## src/rtl/mem_channel_scheduler_if.sv

```systemverilog
// Consumer-side and memory-side buses of the channel scheduler.
// slave is the scheduler's view; master is the LSU/memory environment.
interface mem_channel_scheduler_if #(
  parameter int ADDR_BITS     = 8,
  parameter int DATA_BITS     = 16,
  parameter int NUM_CONSUMERS = 4,
  parameter int NUM_CHANNELS  = 2
);
  logic [NUM_CONSUMERS-1:0]           consumer_read_valid;
  logic [NUM_CONSUMERS*ADDR_BITS-1:0] consumer_read_address;
  logic [NUM_CONSUMERS-1:0]           consumer_read_ready;
  logic [NUM_CONSUMERS*DATA_BITS-1:0] consumer_read_data;
  logic [NUM_CONSUMERS-1:0]           consumer_write_valid;
  logic [NUM_CONSUMERS*ADDR_BITS-1:0] consumer_write_address;
  logic [NUM_CONSUMERS*DATA_BITS-1:0] consumer_write_data;
  logic [NUM_CONSUMERS-1:0]           consumer_write_ready;

  logic [NUM_CHANNELS-1:0]            mem_read_valid;
  logic [NUM_CHANNELS*ADDR_BITS-1:0]  mem_read_address;
  logic [NUM_CHANNELS-1:0]            mem_read_ready;
  logic [NUM_CHANNELS*DATA_BITS-1:0]  mem_read_data;
  logic [NUM_CHANNELS-1:0]            mem_write_valid;
  logic [NUM_CHANNELS*ADDR_BITS-1:0]  mem_write_address;
  logic [NUM_CHANNELS*DATA_BITS-1:0]  mem_write_data;
  logic [NUM_CHANNELS-1:0]            mem_write_ready;

  modport slave (
    input  consumer_read_valid, consumer_read_address,
    output consumer_read_ready, consumer_read_data,
    input  consumer_write_valid, consumer_write_address,
    input  consumer_write_data,
    output consumer_write_ready,
    output mem_read_valid, mem_read_address,
    input  mem_read_ready, mem_read_data,
    output mem_write_valid, mem_write_address, mem_write_data,
    input  mem_write_ready
  );

  modport master (
    output consumer_read_valid, consumer_read_address,
    input  consumer_read_ready, consumer_read_data,
    output consumer_write_valid, consumer_write_address,
    output consumer_write_data,
    input  consumer_write_ready,
    input  mem_read_valid, mem_read_address,
    output mem_read_ready, mem_read_data,
    input  mem_write_valid, mem_write_address, mem_write_data,
    output mem_write_ready
  );
endinterface

```

## src/rtl/mem_channel_scheduler.sv

```systemverilog
// Shares NUM_CHANNELS memory channels among NUM_CONSUMERS LSUs.
// Per-channel FSM plus one round-robin arbiter over idle channels.
module mem_channel_scheduler #(
  parameter int ADDR_BITS     = 8,
  parameter int DATA_BITS     = 16,
  parameter int NUM_CONSUMERS = 4,
  parameter int NUM_CHANNELS  = 2
) (
  input logic                    clk,
  input logic                    reset,
  mem_channel_scheduler_if.slave bus
);
  localparam int CW = $clog2(NUM_CONSUMERS);

  typedef enum logic [2:0] {
    IDLE, READ_WAIT, WRITE_WAIT, RESPOND, RELEASE
  } state_e;

  state_e              state_q [NUM_CHANNELS];
  logic [CW-1:0]       owner_q [NUM_CHANNELS];
  logic [CW-1:0]       rr_ptr_q, rr_ptr_d;

  logic [NUM_CHANNELS-1:0]            mem_rv_q, mem_wv_q;
  logic [NUM_CHANNELS*ADDR_BITS-1:0]  mem_ra_q, mem_wa_q;
  logic [NUM_CHANNELS*DATA_BITS-1:0]  mem_wd_q;
  logic [NUM_CONSUMERS-1:0]           rd_rdy_q, wr_rdy_q;
  logic [NUM_CONSUMERS*DATA_BITS-1:0] rd_data_q;

  logic [NUM_CONSUMERS-1:0] pending, owned, eligible;
  logic [NUM_CHANNELS-1:0]  grant_vld;
  logic [CW-1:0]            grant_idx [NUM_CHANNELS];

  assign pending  = bus.consumer_read_valid | bus.consumer_write_valid;
  assign eligible = pending & ~owned;

  always_comb begin
    owned = '0;
    for (int c = 0; c < NUM_CHANNELS; c++) begin
      if (state_q[c] != IDLE) owned[owner_q[c]] = 1'b1;
    end
  end

  // Later channels see earlier grants, so the last grant is furthest in scan order.
  always_comb begin : arb
    logic [NUM_CONSUMERS-1:0] taken;
    logic                     found;
    logic [CW-1:0]            idx;
    taken     = '0;
    found     = 1'b0;
    idx       = '0;
    grant_vld = '0;
    rr_ptr_d  = rr_ptr_q;
    for (int c = 0; c < NUM_CHANNELS; c++) begin
      grant_idx[c] = '0;
      if (state_q[c] == IDLE) begin
        found = 1'b0;
        for (int k = 0; k < NUM_CONSUMERS; k++) begin
          idx = rr_ptr_q + CW'(k);
          if (!found && eligible[idx] && !taken[idx]) begin
            found        = 1'b1;
            taken[idx]   = 1'b1;
            grant_vld[c] = 1'b1;
            grant_idx[c] = idx;
            rr_ptr_d     = idx + 1'b1;
          end
        end
      end
    end
  end

  always_ff @(posedge clk) begin
    if (reset) begin
      rr_ptr_q  <= '0;
      mem_rv_q  <= '0;
      mem_wv_q  <= '0;
      mem_ra_q  <= '0;
      mem_wa_q  <= '0;
      mem_wd_q  <= '0;
      rd_rdy_q  <= '0;
      wr_rdy_q  <= '0;
      rd_data_q <= '0;
      for (int c = 0; c < NUM_CHANNELS; c++) begin
        state_q[c] <= IDLE;
        owner_q[c] <= '0;
      end
    end else begin
      rr_ptr_q <= rr_ptr_d;
      rd_rdy_q <= '0;
      wr_rdy_q <= '0;
      for (int c = 0; c < NUM_CHANNELS; c++) begin
        unique case (state_q[c])
          IDLE: begin
            if (grant_vld[c]) begin
              owner_q[c] <= grant_idx[c];
              if (bus.consumer_read_valid[grant_idx[c]]) begin
                state_q[c]  <= READ_WAIT;
                mem_rv_q[c] <= 1'b1;
                mem_ra_q[c*ADDR_BITS +: ADDR_BITS] <=
                  bus.consumer_read_address[grant_idx[c]*ADDR_BITS +: ADDR_BITS];
              end else begin
                state_q[c]  <= WRITE_WAIT;
                mem_wv_q[c] <= 1'b1;
                mem_wa_q[c*ADDR_BITS +: ADDR_BITS] <=
                  bus.consumer_write_address[grant_idx[c]*ADDR_BITS +: ADDR_BITS];
                mem_wd_q[c*DATA_BITS +: DATA_BITS] <=
                  bus.consumer_write_data[grant_idx[c]*DATA_BITS +: DATA_BITS];
              end
            end
          end
          READ_WAIT: begin
            if (bus.mem_read_ready[c]) begin
              state_q[c]          <= RESPOND;
              mem_rv_q[c]         <= 1'b0;
              rd_rdy_q[owner_q[c]] <= 1'b1;
              rd_data_q[owner_q[c]*DATA_BITS +: DATA_BITS] <=
                bus.mem_read_data[c*DATA_BITS +: DATA_BITS];
            end
          end
          WRITE_WAIT: begin
            if (bus.mem_write_ready[c]) begin
              state_q[c]          <= RESPOND;
              mem_wv_q[c]         <= 1'b0;
              wr_rdy_q[owner_q[c]] <= 1'b1;
            end
          end
          RESPOND: state_q[c] <= RELEASE;
          // Hold ownership until the served request is withdrawn.
          RELEASE: begin
            if (!pending[owner_q[c]]) state_q[c] <= IDLE;
          end
          default: state_q[c] <= IDLE;
        endcase
      end
    end
  end

  assign bus.consumer_read_ready  = rd_rdy_q;
  assign bus.consumer_read_data   = rd_data_q;
  assign bus.consumer_write_ready = wr_rdy_q;
  assign bus.mem_read_valid       = mem_rv_q;
  assign bus.mem_read_address     = mem_ra_q;
  assign bus.mem_write_valid      = mem_wv_q;
  assign bus.mem_write_address    = mem_wa_q;
  assign bus.mem_write_data       = mem_wd_q;
endmodule

```

## src/flat_wrapper.sv

```systemverilog
// flat-port wrapper written by rule: the top's interface ports become plain ports
module mem_channel_scheduler_flat 
#(
  parameter int ADDR_BITS     = 8,
  parameter int DATA_BITS     = 16,
  parameter int NUM_CONSUMERS = 4,
  parameter int NUM_CHANNELS  = 2
)
  (clk, reset, bus_consumer_read_valid, bus_consumer_read_address, bus_consumer_read_ready, bus_consumer_read_data, bus_consumer_write_valid, bus_consumer_write_address, bus_consumer_write_data, bus_consumer_write_ready, bus_mem_read_valid, bus_mem_read_address, bus_mem_read_ready, bus_mem_read_data, bus_mem_write_valid, bus_mem_write_address, bus_mem_write_data, bus_mem_write_ready);
  mem_channel_scheduler_if #(.ADDR_BITS(ADDR_BITS), .DATA_BITS(DATA_BITS), .NUM_CONSUMERS(NUM_CONSUMERS), .NUM_CHANNELS(NUM_CHANNELS)) bus_i ();
  input logic clk;
  input logic reset;
  input wire logic [$bits(bus_i.consumer_read_valid)-1:0] bus_consumer_read_valid;
  input wire logic [$bits(bus_i.consumer_read_address)-1:0] bus_consumer_read_address;
  output wire logic [$bits(bus_i.consumer_read_ready)-1:0] bus_consumer_read_ready;
  output wire logic [$bits(bus_i.consumer_read_data)-1:0] bus_consumer_read_data;
  input wire logic [$bits(bus_i.consumer_write_valid)-1:0] bus_consumer_write_valid;
  input wire logic [$bits(bus_i.consumer_write_address)-1:0] bus_consumer_write_address;
  input wire logic [$bits(bus_i.consumer_write_data)-1:0] bus_consumer_write_data;
  output wire logic [$bits(bus_i.consumer_write_ready)-1:0] bus_consumer_write_ready;
  output wire logic [$bits(bus_i.mem_read_valid)-1:0] bus_mem_read_valid;
  output wire logic [$bits(bus_i.mem_read_address)-1:0] bus_mem_read_address;
  input wire logic [$bits(bus_i.mem_read_ready)-1:0] bus_mem_read_ready;
  input wire logic [$bits(bus_i.mem_read_data)-1:0] bus_mem_read_data;
  output wire logic [$bits(bus_i.mem_write_valid)-1:0] bus_mem_write_valid;
  output wire logic [$bits(bus_i.mem_write_address)-1:0] bus_mem_write_address;
  output wire logic [$bits(bus_i.mem_write_data)-1:0] bus_mem_write_data;
  input wire logic [$bits(bus_i.mem_write_ready)-1:0] bus_mem_write_ready;
  assign bus_i.consumer_read_valid = bus_consumer_read_valid;
  assign bus_i.consumer_read_address = bus_consumer_read_address;
  assign bus_consumer_read_ready = bus_i.consumer_read_ready;
  assign bus_consumer_read_data = bus_i.consumer_read_data;
  assign bus_i.consumer_write_valid = bus_consumer_write_valid;
  assign bus_i.consumer_write_address = bus_consumer_write_address;
  assign bus_i.consumer_write_data = bus_consumer_write_data;
  assign bus_consumer_write_ready = bus_i.consumer_write_ready;
  assign bus_mem_read_valid = bus_i.mem_read_valid;
  assign bus_mem_read_address = bus_i.mem_read_address;
  assign bus_i.mem_read_ready = bus_mem_read_ready;
  assign bus_i.mem_read_data = bus_mem_read_data;
  assign bus_mem_write_valid = bus_i.mem_write_valid;
  assign bus_mem_write_address = bus_i.mem_write_address;
  assign bus_mem_write_data = bus_i.mem_write_data;
  assign bus_i.mem_write_ready = bus_mem_write_ready;
  mem_channel_scheduler #(.ADDR_BITS(ADDR_BITS), .DATA_BITS(DATA_BITS), .NUM_CONSUMERS(NUM_CONSUMERS), .NUM_CHANNELS(NUM_CHANNELS)) u_core (.clk(clk), .reset(reset), .bus(bus_i));
endmodule
```

## config.mk

```make
export PLATFORM = sky130hd
export DESIGN_NAME = mem_channel_scheduler_flat
export DESIGN_NICKNAME = d
export VERILOG_FILES = /design/src/rtl/mem_channel_scheduler_if.sv /design/src/rtl/mem_channel_scheduler.sv /design/src/flat_wrapper.sv
export SDC_FILE = /design/constraint.sdc
export NUM_CORES = 1
export LEC_CHECK = 0
export ABC_AREA = 1
export BUFFER_PORTS_ARGS = -buffer_cell sky130_fd_sc_hd__buf_2
export CORE_MARGIN = 4
export CORE_UTILIZATION = 25
export CTS_CLUSTER_SIZE = 40
export DETAILED_ROUTE_END_ITERATION = 8
export PLACE_DENSITY_LB_ADDON = 0.3
export SKIP_LAST_GASP = 1
export SYNTH_ARGS = -nofsm -noshare
export SYNTH_HDL_FRONTEND = slang
export SYNTH_SLANG_ARGS = --single-unit
```

## constraint.sdc

```tcl
create_clock -name clk -period 14.1 [get_ports clk]
set_clock_uncertainty 0.2 [all_clocks]
set_input_delay 2.82 -clock clk [delete_from_list [all_inputs] [get_ports clk]]
set_output_delay 2.82 -clock clk [all_outputs]
set_load 0.01 [all_outputs]
```

Yosys cells after proc, flatten, opt, wreduce, memory -nomap -nowiden
Memories as Yosys holds them, arrays and structs flattened.
Cells that the tools add are included.
{"block": "word_totals", "reg_bits": 142, "ram_bits": 10, "word_cells": 363, "mem_count": 2}
{"block": "op_classes", "add_sub_neg": 8, "n_lt_le_gt_ge": 14, "eq_ne": 18, "n_shift": 10, "mux": 215, "n_bitwise": 30, "n_reduce_logical": 52}
{"name": "u_core.state_q", "words": 2, "width": 3, "rd": 2, "rd_ports_with_merged_regs": 0, "write_ports": 2, "line_no": "mem_channel_scheduler.sv:19", "source": "state_e state_q [NUM_CHANNELS];"}
{"name": "u_core.owner_q", "words": 2, "width": 2, "rd": 2, "rd_ports_with_merged_regs": 0, "write_ports": 2, "line_no": "mem_channel_scheduler.sv:20", "source": "logic [CW-1:0] owner_q [NUM_CHANNELS];"}
{"operator": "2-to-1 mux 64 bit", "count": 5}
{"operator": "bitwise mux 64 bit", "count": 2}
{"operator": "variable shift 16 x 34 -> 64 bit (first input constant)", "count": 2}
{"operator": "variable part select 16 x 34 -> 64 bit", "count": 2}
{"operator": "variable part select 32 x 6 -> 8 bit", "count": 4}
{"operator": "variable part select 64 x 7 -> 16 bit", "count": 2}
{"operator": "2-to-1 mux 1 bit", "count": 120}
{"operator": "2-to-1 mux 4 bit", "count": 26}
{"operator": "negation 6 -> 34 bit", "count": 2}
{"operator": "2-to-1 mux 2 bit", "count": 22}
{"operator": "2-to-1 mux 3 bit", "count": 14}
{"operator": "OR 4 bit", "count": 10}
{"operator": "binary-select mux 1 bit (select 2 bit)", "count": 16}
{"operator": "less-than comparator 2 x 3 -> 1 bit (second input constant)", "count": 8}
{"operator": "logical AND 1 bit", "count": 20}
{"operator": "!= test 2 bit (second input constant)", "count": 8}
{"operator": "OR 1 bit", "count": 16}
{"operator": "AND reduction 4 bit", "count": 4}
{"operator": "logical NOT 1 bit", "count": 14}
{"operator": "demux 1 bit (select 2 bit)", "count": 6}
{"operator": "== test 3 x 2 -> 1 bit (second input constant)", "count": 4}
{"operator": ">= comparator 2 x 1 -> 1 bit (second input constant)", "count": 6}
{"operator": "AND reduction 3 bit", "count": 4}
{"operator": "OR reduction 5 bit", "count": 2}
{"operator": "12 further kinds", "count": 28}

Logic depth before layout (Yosys ltp)
{"block": "depth", "ltp_word": 70, "ltp_mapped": 38}

Worst setup path after synthesis
OpenSTA, ideal clock, no wires.
{"block": "synth_timing", "path_type": "input to register", "from": "input bus_consumer_write_valid[3]", "to": "memory u_core.state_q[1][1] (netlist bit), data pin", "setup_time_ns": 0.270, "arrival_time_ns": 5.973, "t_required_ns": 13.630, "slack_ns": 7.656, "stages": 30, "path_buffers": 3, "path_cell_list": "or2_2 > nand4_1 > nand3_2 > nand2_8 > nand2_4 > nor2_4 > nand3_1 > nand2_1 > nand3_1 > nand3_1 > nand2_2 > nand3_1 > nand3_2 > nand3_2 > nand3_4 > o21ai_2 > nand3_2 > nand3_4 > nand3_2 > nor2_4 > nand2_2 > nand3_2 > buf_6 > nand2_2 > nand3_2 > nand2_4 > nand2_2 > buf_6 > buf_12 > a31oi_2"}
{"element": "start: declaration", "line_no": "flat_wrapper.sv:17", "source": "input wire logic [$bits(bus_i.consumer_write_valid)-1:0] bus_consumer_write_valid;"}
{"element": "end: declaration", "line_no": "mem_channel_scheduler.sv:19"}

==> results_dict.tcl <==
set metrics [dict create \
    grt_pass1_wl_um 67300 \
    synth-seq-cells 152 \
    grt_usage 0.193 \
    vias_per_cell 5.02 \
    drive_gt1_frac 0.237 \
    grt_overflow 0 \
    synth_area_per_cell_um2 6.35 \
    first_pass_iters 6 \
    cts.sinks 152 \
    wl_per_cell_um 18.5 \
    crit_required_ns 14.15 \
    die_width_um 210 \
    fin_crit_ns 7.43 \
    status "complete, no violations" \
    cp.arrival_ns 7.48 \
    cp_max_fo 35 \
    ctsResizeCount 0 \
    critPathSlowestCell "clkinv_1" \
    totalPowerFinal_mw 3.21 \
    final_common_cell "nand2_1" \
    drtAntennaViolNets 0 \
    final_cell_mix "321 x nand2_1, 312 x buf_2, 229 x o21ai_0" \
    hp-class "register to register" \
    cts_root_buf "clkbuf_16" \
    startpoint_type "input port" \
    setup_viol 0 \
    cpLargestDelayFamily "buffers and inverters" \
    syn_area_um2 10200 \
    io_buffers 313 \
    worst_slew_pin_slew_ns 1.22 \
    finalHoldViolations 0 \
    start_util 0.254 \
    post-dp-hpwl_um 32000 \
    worstSkewPairLatency_ns 0.44 \
    netlist_instances 1601 \
    whs_path_depth 2 \
    fillers 4455 \
    timing.hold.ws_ns 0.260 \
    yosysWarningCount 0 \
    drc 0 \
    gp_congestion 0.870 \
    area_growth_pct 25.6 \
    timing.max_cap.violations 0 \
    max_freq_mhz 135 \
    drt_iter0_drc 862 \
    critical_path_depth 22 \
    crit_buf_inv 7 \
    async_flop_share 0 \
    cts_tree "done" \
    path_clk_slew_ns 0.07 \
    setup_tns_ns 0 \
    worstRegToRegCells 21 \
    regArea_um2 3140 \
    end_kind "register" \
    htree_levels 4 \
    dr_total_vias 12008 \
    ys_seq_area_frac 0.309 \
    synth_nets 1793 \
    synth.distinct_cells 47 \
    crit_top_cell "nand2_1" \
    grt_max_degree 83 \
    fin_crit_sh 0.527 \
    synth_edf_count 10 \
    core_um2 40000 \
    yosys_most_used_dff "dfxtp_1" \
    max-vdd-ir-drop_uv 125 \
    io_pins 314 \
    nNetsFinal 2042 \
    post-place-ws_ns 6.23 \
    rows 73 \
    multiInputGateArea_um2 5990 \
    worst_slack_ns 6.67 \
    crit_chain "buf_2 > or2_2 > nand4_1 > nand2_1 > nand2_1 > nand2_1 > nand2_1 > inv_1 > nand2_1 > o211ai_1 > o21ai_0 > nand2_1 > o211ai_1 > buf_4 > inv_1 > buf_4 > o21ai_0 > o22ai_1 > nor2_2 > buf_4 > clkinv_1 > o21ai_0" \
    p_per_area_nw_per_um2 252 \
    antenna_found_initial 17 \
    rsz0062_at_grt "false" \
    wl_um 44200 \
    die-area_um2 44000 \
    slew_violations 0 \
    cpPeakStageDelay_ns 0.96 \
    slew-limit-headroom 0.184 \
    utilization 0.319 \
    crit_type "input port to register" \
    cts_made_buffers 17 \
    ctsHoldBuffers 0 \
    die_h_um 210 \
    cts_setup_buffers 0 \
    grt_pass1_vias 11349 \
    clockBufferDepth 2 \
    p_leak_nw 6.06 \
]
[worst register-to-register path: cells and delay by family (launching register included)]
family | cells | cell delay (ns)
AO/OA/AOI/OAI | 6 | 1.07
adder cells (fa/ha/maj) | 1 | 0.72
buffers and inverters | 8 | 3.03
flip-flops | 1 | 0.91
AND/OR/NAND/NOR | 6 | 0.76
[metal layers]
| layer | routed length (um) | vias to the layer above | track usage |
|---|---|---|---|
| met3 | 4600 | 83 | 0.0658 |
| met5 | 106 | - | 0 |
| met4 | 996 | 20 | 0.0583 |
| li1 | - | 5821 | - |
| met2 | 20100 | 605 | 0.313 |
| met1 | 18400 | 5479 | 0.243 |
[layout make-up]
cell class,instances,share of cell area
Clock inverter,12,0.0146
Clock buffer,20,0.0358
Sequential cell,152,0.246
Inverter,168,0.0497
Timing Repair Buffer,328,0.132
Antenna cell,6,0.00118
Tap cell,525,0.0514
Multi-Input combinational cell,1183,0.469
[final timing paths]
kind	start	to	slack [ns]
worst max-delay path	bus_consumer_read_valid[2]	u_core.state_q[0][1]$_SDFFCE_PP0P_	6.67
worst min-delay path	u_core.bus.mem_write_data[5]$_SDFFE_PP0P_	u_core.bus.mem_write_data[5]$_SDFFE_PP0P_	0.26
worst max register to register	u_core.rr_ptr_q[0]$_SDFFE_PP0P_	u_core.state_q[0][1]$_SDFFCE_PP0P_	7.20
worst min register to register	u_core.bus.mem_write_data[5]$_SDFFE_PP0P_	u_core.bus.mem_write_data[5]$_SDFFE_PP0P_	0.26
[sequential cells by signal (all words and copies together), names as in the netlist]
signal	count
u_core.bus.consumer_read_data	64
u_core.bus.mem_write_data	32
u_core.bus.mem_read_address	16
u_core.bus.mem_write_address	16
u_core.state_q	6
u_core.bus.consumer_read_ready	4
u_core.bus.consumer_write_ready	4
u_core.owner_q	4
u_core.bus.mem_read_valid	2
u_core.bus.mem_write_valid	2
u_core.rr_ptr_q	2
[stage by stage]
stage	cells	area [um2]
after CTS	2388	12800
final	2394	12800
after global routing	2390	12800
after global placement	2356	12100
after detailed placement	2356	12100
after floorplan	1601	10200
[cells in the mapped netlist, types with 3 or more instances]
library cell / n / area [um2]
a21oi_1: 127 / 636
a22oi_1: 19 / 143
a32o_1: 15 / 150
buf_1: 5 / 18.8
buf_2: 16 / 80.1
buf_4: 3 / 22.5
clkbuf_1: 71 / 267
clkinv_1: 6 / 22.5
dfxtp_1: 142 / 2840
edfxtp_1: 10 / 300
ha_1: 18 / 225
inv_1: 153 / 574
inv_2: 7 / 26.3
nand2_1: 322 / 1210
nand2_2: 14 / 87.6
nand2_4: 4 / 45.0
nand3_1: 56 / 280
nand3_2: 13 / 130
nand3_4: 3 / 52.6
nand4_1: 16 / 100
nor2_1: 221 / 830
nor2_2: 10 / 62.6
nor2_4: 14 / 158
nor3_1: 5 / 25.0
nor4_1: 4 / 25.0
o211ai_1: 13 / 97.6
o21ai_0: 229 / 1150
o21ai_1: 26 / 130
o22ai_1: 21 / 131
o31ai_1: 14 / 105
o41ai_1: 3 / 26.3
[kinds of logic (layout without fill, tap and decap cells)]
group | count (synthesis) | after routing | share of synthesized area
compound gates | 476 | 476 | 0.261
fa+ha+maj | 18 | 18 | 0.0221
buf+inv | 266 | 528 | 0.105
flops | 152 | 152 | 0.309
other cells | 0 | 6 | 0
simple gates | 689 | 689 | 0.303
[report_power, final]
part,switching (mW),internal [mW]
combinational,1.45,0.606
clock,0.207,0.309
sequential,0.0808,0.560
(Power assumes the default switching activity.)
